<file path="src/rtl/wb_arbiter_pkg.sv">
// Shared types and the round-robin pick function for the Wishbone per-slave arbiters.
package wb_arbiter_pkg;

    typedef enum logic [1:0] {
        IDLE  = 2'd0,
        GRANT = 2'd1,
        TERR  = 2'd2
    } state_t;

    localparam int unsigned MAX_MASTERS = 16;

    typedef struct packed {
        logic       valid;
        logic [3:0] idx;
    } pick_t;

    // Scan from last_id+1 upward, wrapping modulo n; the first set request wins.
    function automatic pick_t rr_pick(input logic [15:0] req, input logic [3:0] last_id,
                                      input int unsigned n);
        pick_t      r;
        logic [3:0] j;
        r = '0;
        for (int unsigned i = 1; i <= MAX_MASTERS; i++) begin
            if (i <= n && !r.valid) begin
                j = 4'((int'(last_id) + int'(i)) % int'(n));
                if (req[j]) begin
                    r.valid = 1'b1;
                    r.idx   = j;
                end
            end
        end
        return r;
    endfunction

endpackage

</file>
<file path="src/rtl/wb_arbiter_rr_pick.sv">
// Combinational round-robin picker: next requester after last_id, wrapping.
module wb_arbiter_rr_pick
    import wb_arbiter_pkg::*;
#(
    parameter int N_MASTERS       = 2,
    parameter int N_MASTERID_BITS = (N_MASTERS > 1) ? $clog2(N_MASTERS) : 1
) (
    input  logic [N_MASTERS-1:0]       req,
    input  logic [N_MASTERID_BITS-1:0] last_id,
    output logic [N_MASTERID_BITS-1:0] pick_id,
    output logic                       pick_valid
);

    pick_t r;

    always_comb begin
        r          = rr_pick(16'(req), 4'(last_id), N_MASTERS);
        pick_id    = N_MASTERID_BITS'(r.idx);
        pick_valid = r.valid;
    end

endmodule

</file>
<file path="src/rtl/wb_arbiter_rr.sv">
// Per-slave round-robin Wishbone arbiter with bus lock for the whole CYC.
// Optional stall watchdog enabled by defining WB_ARBITER_RR_TIMEOUT_EN.
module wb_arbiter_rr
    import wb_arbiter_pkg::*;
#(
    parameter int N_MASTERS       = 2,
    parameter int N_MASTERID_BITS = (N_MASTERS > 1) ? $clog2(N_MASTERS) : 1,
    parameter int TIMEOUT_CYCLES  = 256
) (
    input  logic                       clk,
    input  logic                       rst,
    input  logic [N_MASTERS-1:0]       cyc_i,
    input  logic [N_MASTERS-1:0]       stb_i,
    input  logic                       ack_i,
    input  logic                       err_i,
    output logic [N_MASTERS-1:0]       gnt_o,
    output logic [N_MASTERID_BITS-1:0] gnt_id_o,
    output logic                       gnt_valid_o,
    output logic                       to_err_o
);

    localparam logic [N_MASTERID_BITS-1:0] LAST_RESET = N_MASTERID_BITS'(N_MASTERS - 1);

    state_t                     state_q, state_d;
    logic [N_MASTERS-1:0]       gnt_q, gnt_d;
    logic [N_MASTERID_BITS-1:0] id_q, id_d;
    logic [N_MASTERID_BITS-1:0] last_q, last_d;
    logic [N_MASTERID_BITS-1:0] pick_id;
    logic                       pick_valid;

    wb_arbiter_rr_pick #(
        .N_MASTERS      (N_MASTERS),
        .N_MASTERID_BITS(N_MASTERID_BITS)
    ) u_pick (
        .req       (cyc_i),
        .last_id   (last_q),
        .pick_id   (pick_id),
        .pick_valid(pick_valid)
    );

`ifdef WB_ARBITER_RR_TIMEOUT_EN
    localparam int CNT_W = $clog2(TIMEOUT_CYCLES) + 1;
    logic [CNT_W-1:0] cnt_q, cnt_d;
    logic             stall;
    assign stall = stb_i[id_q] & ~ack_i & ~err_i;
`else
    logic unused_ok;
    assign unused_ok = &{1'b0, stb_i, ack_i, err_i, (TIMEOUT_CYCLES > 0)};
`endif

    always_comb begin
        state_d = state_q;
        gnt_d   = gnt_q;
        id_d    = id_q;
        last_d  = last_q;
`ifdef WB_ARBITER_RR_TIMEOUT_EN
        cnt_d   = '0;
`endif
        if (state_q == IDLE) begin
            if (pick_valid) begin
                state_d = GRANT;
                gnt_d   = N_MASTERS'(1) << pick_id;
                id_d    = pick_id;
                last_d  = pick_id;
            end
        end else if (cyc_i[id_q]) begin
            // Lock held: a CYC that fell and rose within one cycle looks held too.
            state_d = GRANT;
`ifdef WB_ARBITER_RR_TIMEOUT_EN
            if (state_q == GRANT && stall) begin
                if (cnt_q == CNT_W'(TIMEOUT_CYCLES - 1)) begin
                    state_d = TERR;
                end else if (cnt_q != '1) begin
                    cnt_d = cnt_q + 1'b1;
                end
            end
`endif
        end else if (pick_valid) begin
            state_d = GRANT;
            gnt_d   = N_MASTERS'(1) << pick_id;
            id_d    = pick_id;
            last_d  = pick_id;
        end else begin
            state_d = IDLE;
            gnt_d   = '0;
            id_d    = '0;
        end
    end

    always_ff @(posedge clk) begin
        if (rst) begin
            state_q <= IDLE;
            gnt_q   <= '0;
            id_q    <= '0;
            last_q  <= LAST_RESET;
        end else begin
            state_q <= state_d;
            gnt_q   <= gnt_d;
            id_q    <= id_d;
            last_q  <= last_d;
        end
    end

`ifdef WB_ARBITER_RR_TIMEOUT_EN
    always_ff @(posedge clk) begin
        if (rst) cnt_q <= '0;
        else     cnt_q <= cnt_d;
    end
    assign to_err_o = (state_q == TERR);
`else
    assign to_err_o = 1'b0;
`endif

    assign gnt_o       = gnt_q;
    assign gnt_id_o    = id_q;
    assign gnt_valid_o = |gnt_q;

endmodule

</file>
<file path="config.mk">
export PLATFORM = sky130hd
export DESIGN_NAME = wb_arbiter_rr
export DESIGN_NICKNAME = d
export VERILOG_FILES = /design/src/rtl/wb_arbiter_pkg.sv /design/src/rtl/wb_arbiter_rr_pick.sv /design/src/rtl/wb_arbiter_rr.sv
export SDC_FILE = /design/constraint.sdc
export NUM_CORES = 1
export LEC_CHECK = 0
export BUFFER_PORTS_ARGS = -buffer_cell sky130_fd_sc_hd__buf_2
export CAP_MARGIN = 10
export CELL_PAD_IN_SITES_DETAIL_PLACEMENT = 0
export CELL_PAD_IN_SITES_GLOBAL_PLACEMENT = 2
export CORE_AREA = 2 2 39 41
export DETAILED_ROUTE_END_ITERATION = 6
export DIE_AREA = 0 0 41 43
export PLACE_DENSITY = 0.75
export SYNTH_ARGS = -nofsm -noshare
export SYNTH_HDL_FRONTEND = slang
export SYNTH_HIERARCHICAL = 1
export SYNTH_SLANG_ARGS = --single-unit
</file>
<file path="constraint.sdc">
create_clock -name clk -period 1.75 [get_ports clk]
set_input_delay 0.0875 -clock clk [delete_from_list [all_inputs] [get_ports clk]]
set_output_delay 0.0875 -clock clk [all_outputs]
set_load 0.02 [all_outputs]
</file>
==> results.toml, run 1 <==
[clock_network]
post_cts_buffers = 0
clockRootBuffer = "clkbuf_4"
clk_pin_slew_ns = 0.04
clockBufferDepth = 2
clkLatencyLatePin_ns = 0.24
cts_max_level = 1
numCtsBuffers = 3
cts_tree = "done"
cts.sinks = 4
post_cts_resized = 0
cts_hold_buf = 0

[die]
die-area_mm2 = 0.00176
initial_core_util_pct = 18.5
die_h_um = 43
die_w_um = 41
core_mm2 = 0.00138
ioPinCount = 13
fp-row-count = 14

[global_route]
grt_pass1_vias = 180
grt_max_degree = 9
grt_pass1_wl_um = 765
overflow = 0
antenna_found_initial = 0
grtUsageTotal_pct = 6.92

[finish]
utilization_pct = 22.8
nNetsFinal = 48
final_layout_size_suffix_gt1_share_pct = 39.5
antenna-diode-count = 0
fin_cells = 54
fillers = 163
fin_area_um2 = 315
syn_to_final_growth_pct = 22.9

[timing]
report.final.hold_viol_count = 0
drv_slew = 0
post-route-period-util_pct = 79.1
max_freq_mhz = 722
fin_worst_skew_ns = 0.00525
rsz0062_at_grt = "no"
fin_ws_ns = 0.366
fin_crit_ns = 1.38
setup_viol = 0
whs_ns = 0.0616
finalSetupTns_ns = 0

[synth]
synth-edff-count = 0
yosysWarnings = 6
yosys.area.top_type = "dfxtp_1"
synth_common_cells = "4 x dfxtp_1, 3 x nor2_1"
yosysSeqAreaShare_pct = 31.2
yosys.cell_types.count = 22
syn_nets = 39
synth_top_flop_cell = "dfxtp_1"
synth_area_leaders = "dfxtp_1 31%, buf_4 5.9%, mux2_4 5.9%, nor2_1 4.4%, o221a_2 4.4%"
synth_top_area_share_pct = 31.2
syn_area_um2 = 256
postSynthAreaPerCell_um2 = 8.27
postSynthCellCount = 31
yosysMostFrequentCell = "dfxtp_1"
yosys_register_bits = 4
async_flop_share_pct = 0

[detailed_routing]
first_iter_violations = 2
drc = 0
firstDrtPassIters = 2
avgRoutedWirePerCell_um = 9.28
ant_nets = 0
drt_wl_total_um = 501
vias = 231
via_per_inst = 4.28

[setup_path]
critPathBufInv = 0
required_ns = 1.92
crit_family = "flip-flops"
crit_chain = "mux2_4 > or3b_1 > a31oi_1"
cp-end-kind = "register"
critPathKind = "reg2reg"
crit_arrival_ns = 1.55
crit_fanout = 7
startpoint_type = "register"
cp_slowest_cell = "dfxtp_1"
cpPeakStageDelay_ns = 0.43

[place]
placedCellCount = 51
io_buffers = 7
dp_hpwl_um = 377
pre_cts_slack_ns = 0.374
placed_area_um2 = 293
gp_congestion = 0.690

[pwr]
power_density_mw_per_mm2 = 934
p_leak_nw = 0.153
ir_drop_mv = 0.156
p_total_mw = 0.295

[status]
status = "complete, no violations"

[job]
drv_cap = 0

[min_path]
hold_class = "in2reg"
[cell families (layout without fill, tap and decap cells)]
logic type	Yosys count	in the layout	share of synthesized area, %
AND/OR/NAND/NOR	11	11	24.4
AO/OA/AOI/OAI	8	8	22.9
other	1	1	1.46
buffers and inverters	5	12	10.2
multiplexers	2	2	9.75
flip-flops	4	4	31.2
[where the power goes]
group,switching [mW],internal (mW)
Clock,0.0397,0.0769
Sequential,0.0105,0.100
Combinational,0.0359,0.0312
Total,0.0861,0.208
[routing by layer]
layer	global-route usage, %	part of all wire [%]
met1	9.62	55
met2	6.56	37
met3	3.14	6.2
met5	0	0
met4	8.00	1.6
[cells in the final DEF (no fill, tap or decap), types with 2 or more instances in the layout]
| cell | netlist | final |
|---|---|---|
| clkbuf_4 | 0 | 3 |
| buf_2 | 0 | 7 |
| nor2_1 | 3 | 3 |
| dfxtp_1 | 4 | 4 |
| nand3_1 | 2 | 2 |
| inv_1 | 2 | 2 |
| a21oi_1 | 2 | 2 |
[sequential cells by signal, summed over array words and instances, names as in the netlist]
register  cells
gnt_o         1
last_q        1
gnt_id_o      1
state_q       1
[layout make-up]
cell class              count  area, um2  area share [%]
clock buffers               3       22.5            7.14
flip-flops and latches      4       80.1            25.4
well taps                  16       20.0            6.35
repair buffers              7       35.0            11.1
multi-input cells          22        150            47.6
inverters                   2       7.51            2.38
[final timing paths]
check | start | to | slack (ns) | cells past startpoint
max reg2reg | gnt_id_o$_SDFFE_PP0P_ | gnt_o[0]$_SDFFE_PP0P_ | 0.37 | 3
min | rst | gnt_id_o$_SDFFE_PP0P_ | 0.06 | 2
min reg2reg | last_q$_SDFFE_PP1P_ | last_q$_SDFFE_PP1P_ | 0.50 | 2
max | gnt_id_o$_SDFFE_PP0P_ | gnt_o[0]$_SDFFE_PP0P_ | 0.37 | 3
Note: power is estimated with default switching activity, not from simulation.
==> inputs of run 2 (changes only) <==
--- a/config.mk
+++ b/config.mk
@@ -9,10 +9,9 @@
 export CAP_MARGIN = 10
 export CELL_PAD_IN_SITES_DETAIL_PLACEMENT = 0
 export CELL_PAD_IN_SITES_GLOBAL_PLACEMENT = 2
-export CORE_AREA = 2 2 39 41
+export CORE_UTILIZATION = 18
 export DETAILED_ROUTE_END_ITERATION = 6
-export DIE_AREA = 0 0 41 43
-export PLACE_DENSITY = 0.75
+export PLACE_DENSITY = 0.74
 export SYNTH_ARGS = -nofsm -noshare
 export SYNTH_HDL_FRONTEND = slang
 export SYNTH_HIERARCHICAL = 1
==> constraint.sdc (replaced) <==
create_clock -name clk -period 1.25 [get_ports clk]
set_input_delay 0.0625 -clock clk [delete_from_list [all_inputs] [get_ports clk]]
set_output_delay 0.0625 -clock clk [all_outputs]
set_load 0.02 [all_outputs]
==> run 2 against run 1 <==
Net effect: utilization is 2.8 points higher; final cell count rose by 3.7%; highest routed layer is now met3; register-to-register slack lost 0.29 ns; critical endpoint is now gnt_valid_o; sequential cell count unchanged.
==> results.toml, run 2 (synthesis gave the netlist of run 1 again) <==
[clock_network]
cts_max_level = 1
clockRootBuffer = "clkbuf_4"
cts_tree = "done"
clk_pin_slew_ns = 0.05
post_cts_buffers = 0
numCtsBuffers = 3
cts.sinks = 4
clockBufferDepth = 2
clkLatencyLatePin_ns = 0.24

[finish]
fin_cells = 56
final_layout_size_suffix_gt1_share_pct = 43.9
multi_input_area_um2 = 150
seqCellArea_um2 = 83.8
syn_to_final_growth_pct = 31.2
antenna-diode-count = 0
mostFrequentLayoutCells = "7 x buf_2, 3 x nor2_1, 3 x clkbuf_4, 3 x dfxtp_1"
final_common_cell = "buf_2"
nNetsFinal = 50
fin_area_um2 = 337
utilization_pct = 25.5
fillers = 149

[die]
die_w_um = 39.8
die-area_mm2 = 0.00158
ioPinCount = 13
initial_core_util_pct = 19.5
fp-row-count = 13
die_h_um = 39.8
core_mm2 = 0.00132

[timing]
fin_worst_skew_ns = 0.0123
fin_ws_ns = 0.0456
fin_crit_ns = 1.20
drv_slew = 0
whs_ns = 0.0259
finalSetupTns_ns = 0
max_freq_mhz = 830
rsz0062_at_grt = "no"
post-route-period-util_pct = 96.3
report.final.hold_viol_count = 0
setup_viol = 0

[detailed_routing]
avgRoutedWirePerCell_um = 9.04
firstDrtPassIters = 2
first_iter_violations = 1
drc = 0
via_per_inst = 4.16
ant_nets = 0
vias = 233
drt_wl_total_um = 506

[pwr]
power_density_mw_per_mm2 = 1300
pwr-share-comb_pct = 24.2
p_seq_share_pct = 34.7
ir_drop_mv = 0.254
p_sw_share_pct = 29.0
pwr-share-clk_pct = 41.1
power.switching_mw = 0.127
p_leak_nw = 0.166
p_total_mw = 0.438
p_int_mw = 0.311

[place]
io_buffers = 7
placedCellCount = 52
gp_congestion = 0.695
pre_cts_slack_ns = 0.0824
placed_area_um2 = 310

[setup_path]
crit_fanout = 6
reg2regPathDepth = 3
crit_start = "gnt_id_o$_SDFFE_PP0P_"
reg2reg_to = "gnt_o[0]$_SDFFE_PP0P_"
cp-end-kind = "output port"
required_ns = 1.19
critPathKind = "reg2out"
r2r-start = "gnt_id_o$_SDFFE_PP0P_"
r2r_slack_ns = 0.08
crit_arrival_ns = 1.14
startpoint_type = "register"

[global_route]
grt_max_degree = 9
antenna_found_initial = 0
grt_pass1_wl_um = 793
grtUsageTotal_pct = 7.83
grt_pass1_vias = 192
overflow = 0

[min_path]
hold_class = "in2reg"
whs_endpoint = "gnt_id_o$_SDFFE_PP0P_"
holdCritStartpoint = "rst"
hold_depth = 2

[status]
status = "complete, no violations"

[job]
drv_cap = 0
-- run 2: cell types whose count changed in the layout (fill, tap and decap cells not counted), sizes merged --
cell / delta
buf: +2
clkbuf: +1
-- run 2: worst max-delay path by stage --
stage	to	slack, ns	cells after the start
4_1_cts	gnt_valid_o	0.03	3
6_report	gnt_valid_o	0.05	3
5_1_grt	gnt_valid_o	0.008	3
3_3_place_gp	gnt_o[0]$_SDFFE_PP0P_	0.08	3
3_5_place_dp	gnt_o[0]$_SDFFE_PP0P_	0.08	3
2_1_floorplan	gnt_o[0]$_SDFFE_PP0P_	0.02	3
-- run 2: what timing repair did --
item / 4_1_cts / 5_1_grt
hold buffers: 0 / 0
gates resized for setup: 0 / 1
endpoints found under the setup margin: 0 / 1
hold endpoints to repair: 0 / 0
-- run 2: cell type report --
class	count	share of cell area, %
clock buffer	4	7.81
inverter	2	2.23
multi-input combinational	22	44.6
sequential	4	24.9
tap	15	5.58
timing repair buffer	9	14.9
-- run 2: per-layer routing --
| metal | GRT usage [%] | share of wire (%) | vias to the layer above |
|---|---|---|---|
| met5 | 0 | 0 | - |
| met4 | 7.76 | 0 | 0 |
| met3 | 1.70 | 9.5 | 0 |
| met2 | 8.61 | 37 | 9 |
| met1 | 11.3 | 53 | 98 |
| li1 | - | - | 126 |
-- run 2: critical path, stage by stage, from the launching register on --
cell,delay [ns]
dfxtp_4,0.34
buf_4,0.14
or2_2,0.26
buf_2,0.16
-- run 2: power by group through the flow --
stage	Combinational, mW	Clock, mW	Sequential [mW]
after floorplan	0.0714	0	0.158
after global placement	0.106	0	0.154
after detailed placement	0.106	0	0.154
after CTS	0.106	0.189	0.152
after global routing	0.118	0.193	0.155
final	0.106	0.180	0.152
==> inputs of run 3 (changes only) <==
==> constraint.sdc (replaced) <==
create_clock -name clk -period 1.25 [get_ports clk]
set_input_delay 0.0625 -clock clk [delete_from_list [all_inputs] [get_ports clk]]
set_output_delay 0.0625 -clock clk [all_outputs]
set_load 0.01 [all_outputs]
==> run 3 against run 2 <==
Net effect: clock skew fell by 0.0090 ns; count of clock-buffer cells in the layout did not move; worst setup slack got worse by 0.0020 ns; critical path depth did not move; critical path type is now reg2reg; critical endpoint is now gnt_o[0]$_SDFFE_PP0P_; largest cell class unchanged.
==> results.toml, run 3 (synthesis gave the netlist of run 1 again) <==
[status]
status = "complete, no violations"

[finish]
fillers = 148
final_common_cell = "buf_2"
final_layout_size_suffix_gt1_share_pct = 43.9
nNetsFinal = 50
syn_to_final_growth_pct = 31.2
mostFrequentLayoutCells = "7 x buf_2, 3 x nor2_1, 3 x clkbuf_4, 3 x dfxtp_1"
antenna-diode-count = 0

[pwr]
power_density_mw_per_mm2 = 1280
ir_drop_mv = 0.451
p_total_mw = 0.430
p_leak_nw = 0.165

[place]
io_buffers = 7
gp_congestion = 0.740
dp_hpwl_um = 406

[setup_path]
crit_chain = "mux2_4 > or3b_1 > a31oi_1"
crit_cells = 3
cpPeakStageDelay_ns = 0.34
required_ns = 1.42
cp-end-kind = "register"
crit_family = "flip-flops"
cp_slowest_cell = "dfxtp_4"
reg2regPathDepth = 3
crit_fanout = 2
startpoint_type = "register"
critPathBufInv = 0
crit_arrival_ns = 1.37
critPathKind = "reg2reg"

[global_route]
grt_pass1_wl_um = 779
antenna_found_initial = 0
grt_pass1_vias = 203
grt_max_degree = 9
overflow = 0
grtUsageTotal_pct = 8.06

[timing]
post-route-period-util_pct = 96.5
drv_slew = 0
setup_viol = 0
rsz0062_at_grt = "yes"
finalSetupTns_ns = 0
fin_worst_skew_ns = 0.00335
report.final.hold_viol_count = 0
fin_crit_ns = 1.21
max_freq_mhz = 829

[detailed_routing]
drc = 0
via_per_inst = 4.32
ant_nets = 0
first_iter_violations = 4
avgRoutedWirePerCell_um = 9.64
vias = 242
drt_wl_total_um = 540
firstDrtPassIters = 2

[clock_network]
clockRootBuffer = "clkbuf_4"
clk_pin_slew_ns = 0.04
clockBufferDepth = 2
cts_max_level = 1
cts.sinks = 4
post_cts_buffers = 0
numCtsBuffers = 3
cts_tree = "done"
clkLatencyLatePin_ns = 0.24

[die]
fp-row-count = 13
initial_core_util_pct = 19.5
die-area_mm2 = 0.00158
die_h_um = 39.8
core_mm2 = 0.00132
die_w_um = 39.8
ioPinCount = 13

[min_path]
hold_class = "in2reg"
hold_depth = 2

[job]
drv_cap = 0
==> run 3: cell count changes in the layout (fill, tap and decap cells not counted) <==
| cell | before | now |
|---|---|---|
| a21boi_0 | 0 | 1 |
| a21boi_1 | 2 | 1 |
==> run 3: power by group <==
| part | leakage, nW | internal, mW | switching, mW |
|---|---|---|---|
| logic | 0.116 | 0.0503 | 0.0436 |
| registers | 0.0341 | 0.140 | 0.0116 |
| clock network | 0.0150 | 0.121 | 0.0640 |
| total | 0.165 | 0.311 | 0.119 |
==> run 3: final cells by class <==
| class | count | area, um2 | share of cell area (%) |
|---|---|---|---|
| Multi-Input combinational cell | 22 | 150 | 44.6 |
| Clock buffer | 4 | 26.3 | 7.81 |
| Inverter | 2 | 7.51 | 2.23 |
| Tap cell | 15 | 18.8 | 5.58 |
| Sequential cell | 4 | 83.8 | 24.9 |
| Timing Repair Buffer | 9 | 50.0 | 14.9 |
==> run 3: per-stage QoR <==
step	utilization [%]	setup slack [ns]	hold WS, ns	std cells	instance area, um2
5_1_grt	25.5	-0.0311	0.0244	56	337
4_1_cts	25.5	0.0420	0.0174	56	337
3_3_place_gp	23.6	0.0538	0.282	52	310
6_report	25.5	0.0437	0.0273	56	337
2_1_floorplan	-	0.0210	0.125	31	260
3_5_place_dp	23.6	0.0523	0.279	52	310
==> run 3: final timing paths <==
kind / slack [ns] / start / endpoint
max: 0.04 / gnt_id_o$_SDFFE_PP0P_ / gnt_o[0]$_SDFFE_PP0P_
min: 0.03 / rst / gnt_id_o$_SDFFE_PP0P_
max reg2reg: 0.04 / gnt_id_o$_SDFFE_PP0P_ / gnt_o[0]$_SDFFE_PP0P_
min reg2reg: 0.50 / last_q$_SDFFE_PP1P_ / last_q$_SDFFE_PP1P_
==> run 3: repair_timing <==
action                                  4_1_cts  5_1_grt
endpoints found under the setup margin        0        1
hold buffers                                  0        0
gates resized for setup                       0        0
endpoints found under the hold margin         0        0
==> run 3: metal layers <==
metal | share of wire [%] | wire length [um] | global-route usage [%]
met3 | 8.3 | 45 | 6.82
met4 | 0 | 0 | 2.59
met1 | 56 | 300 | 9.00
met5 | 0 | 0 | 0
met2 | 36 | 194 | 11.1
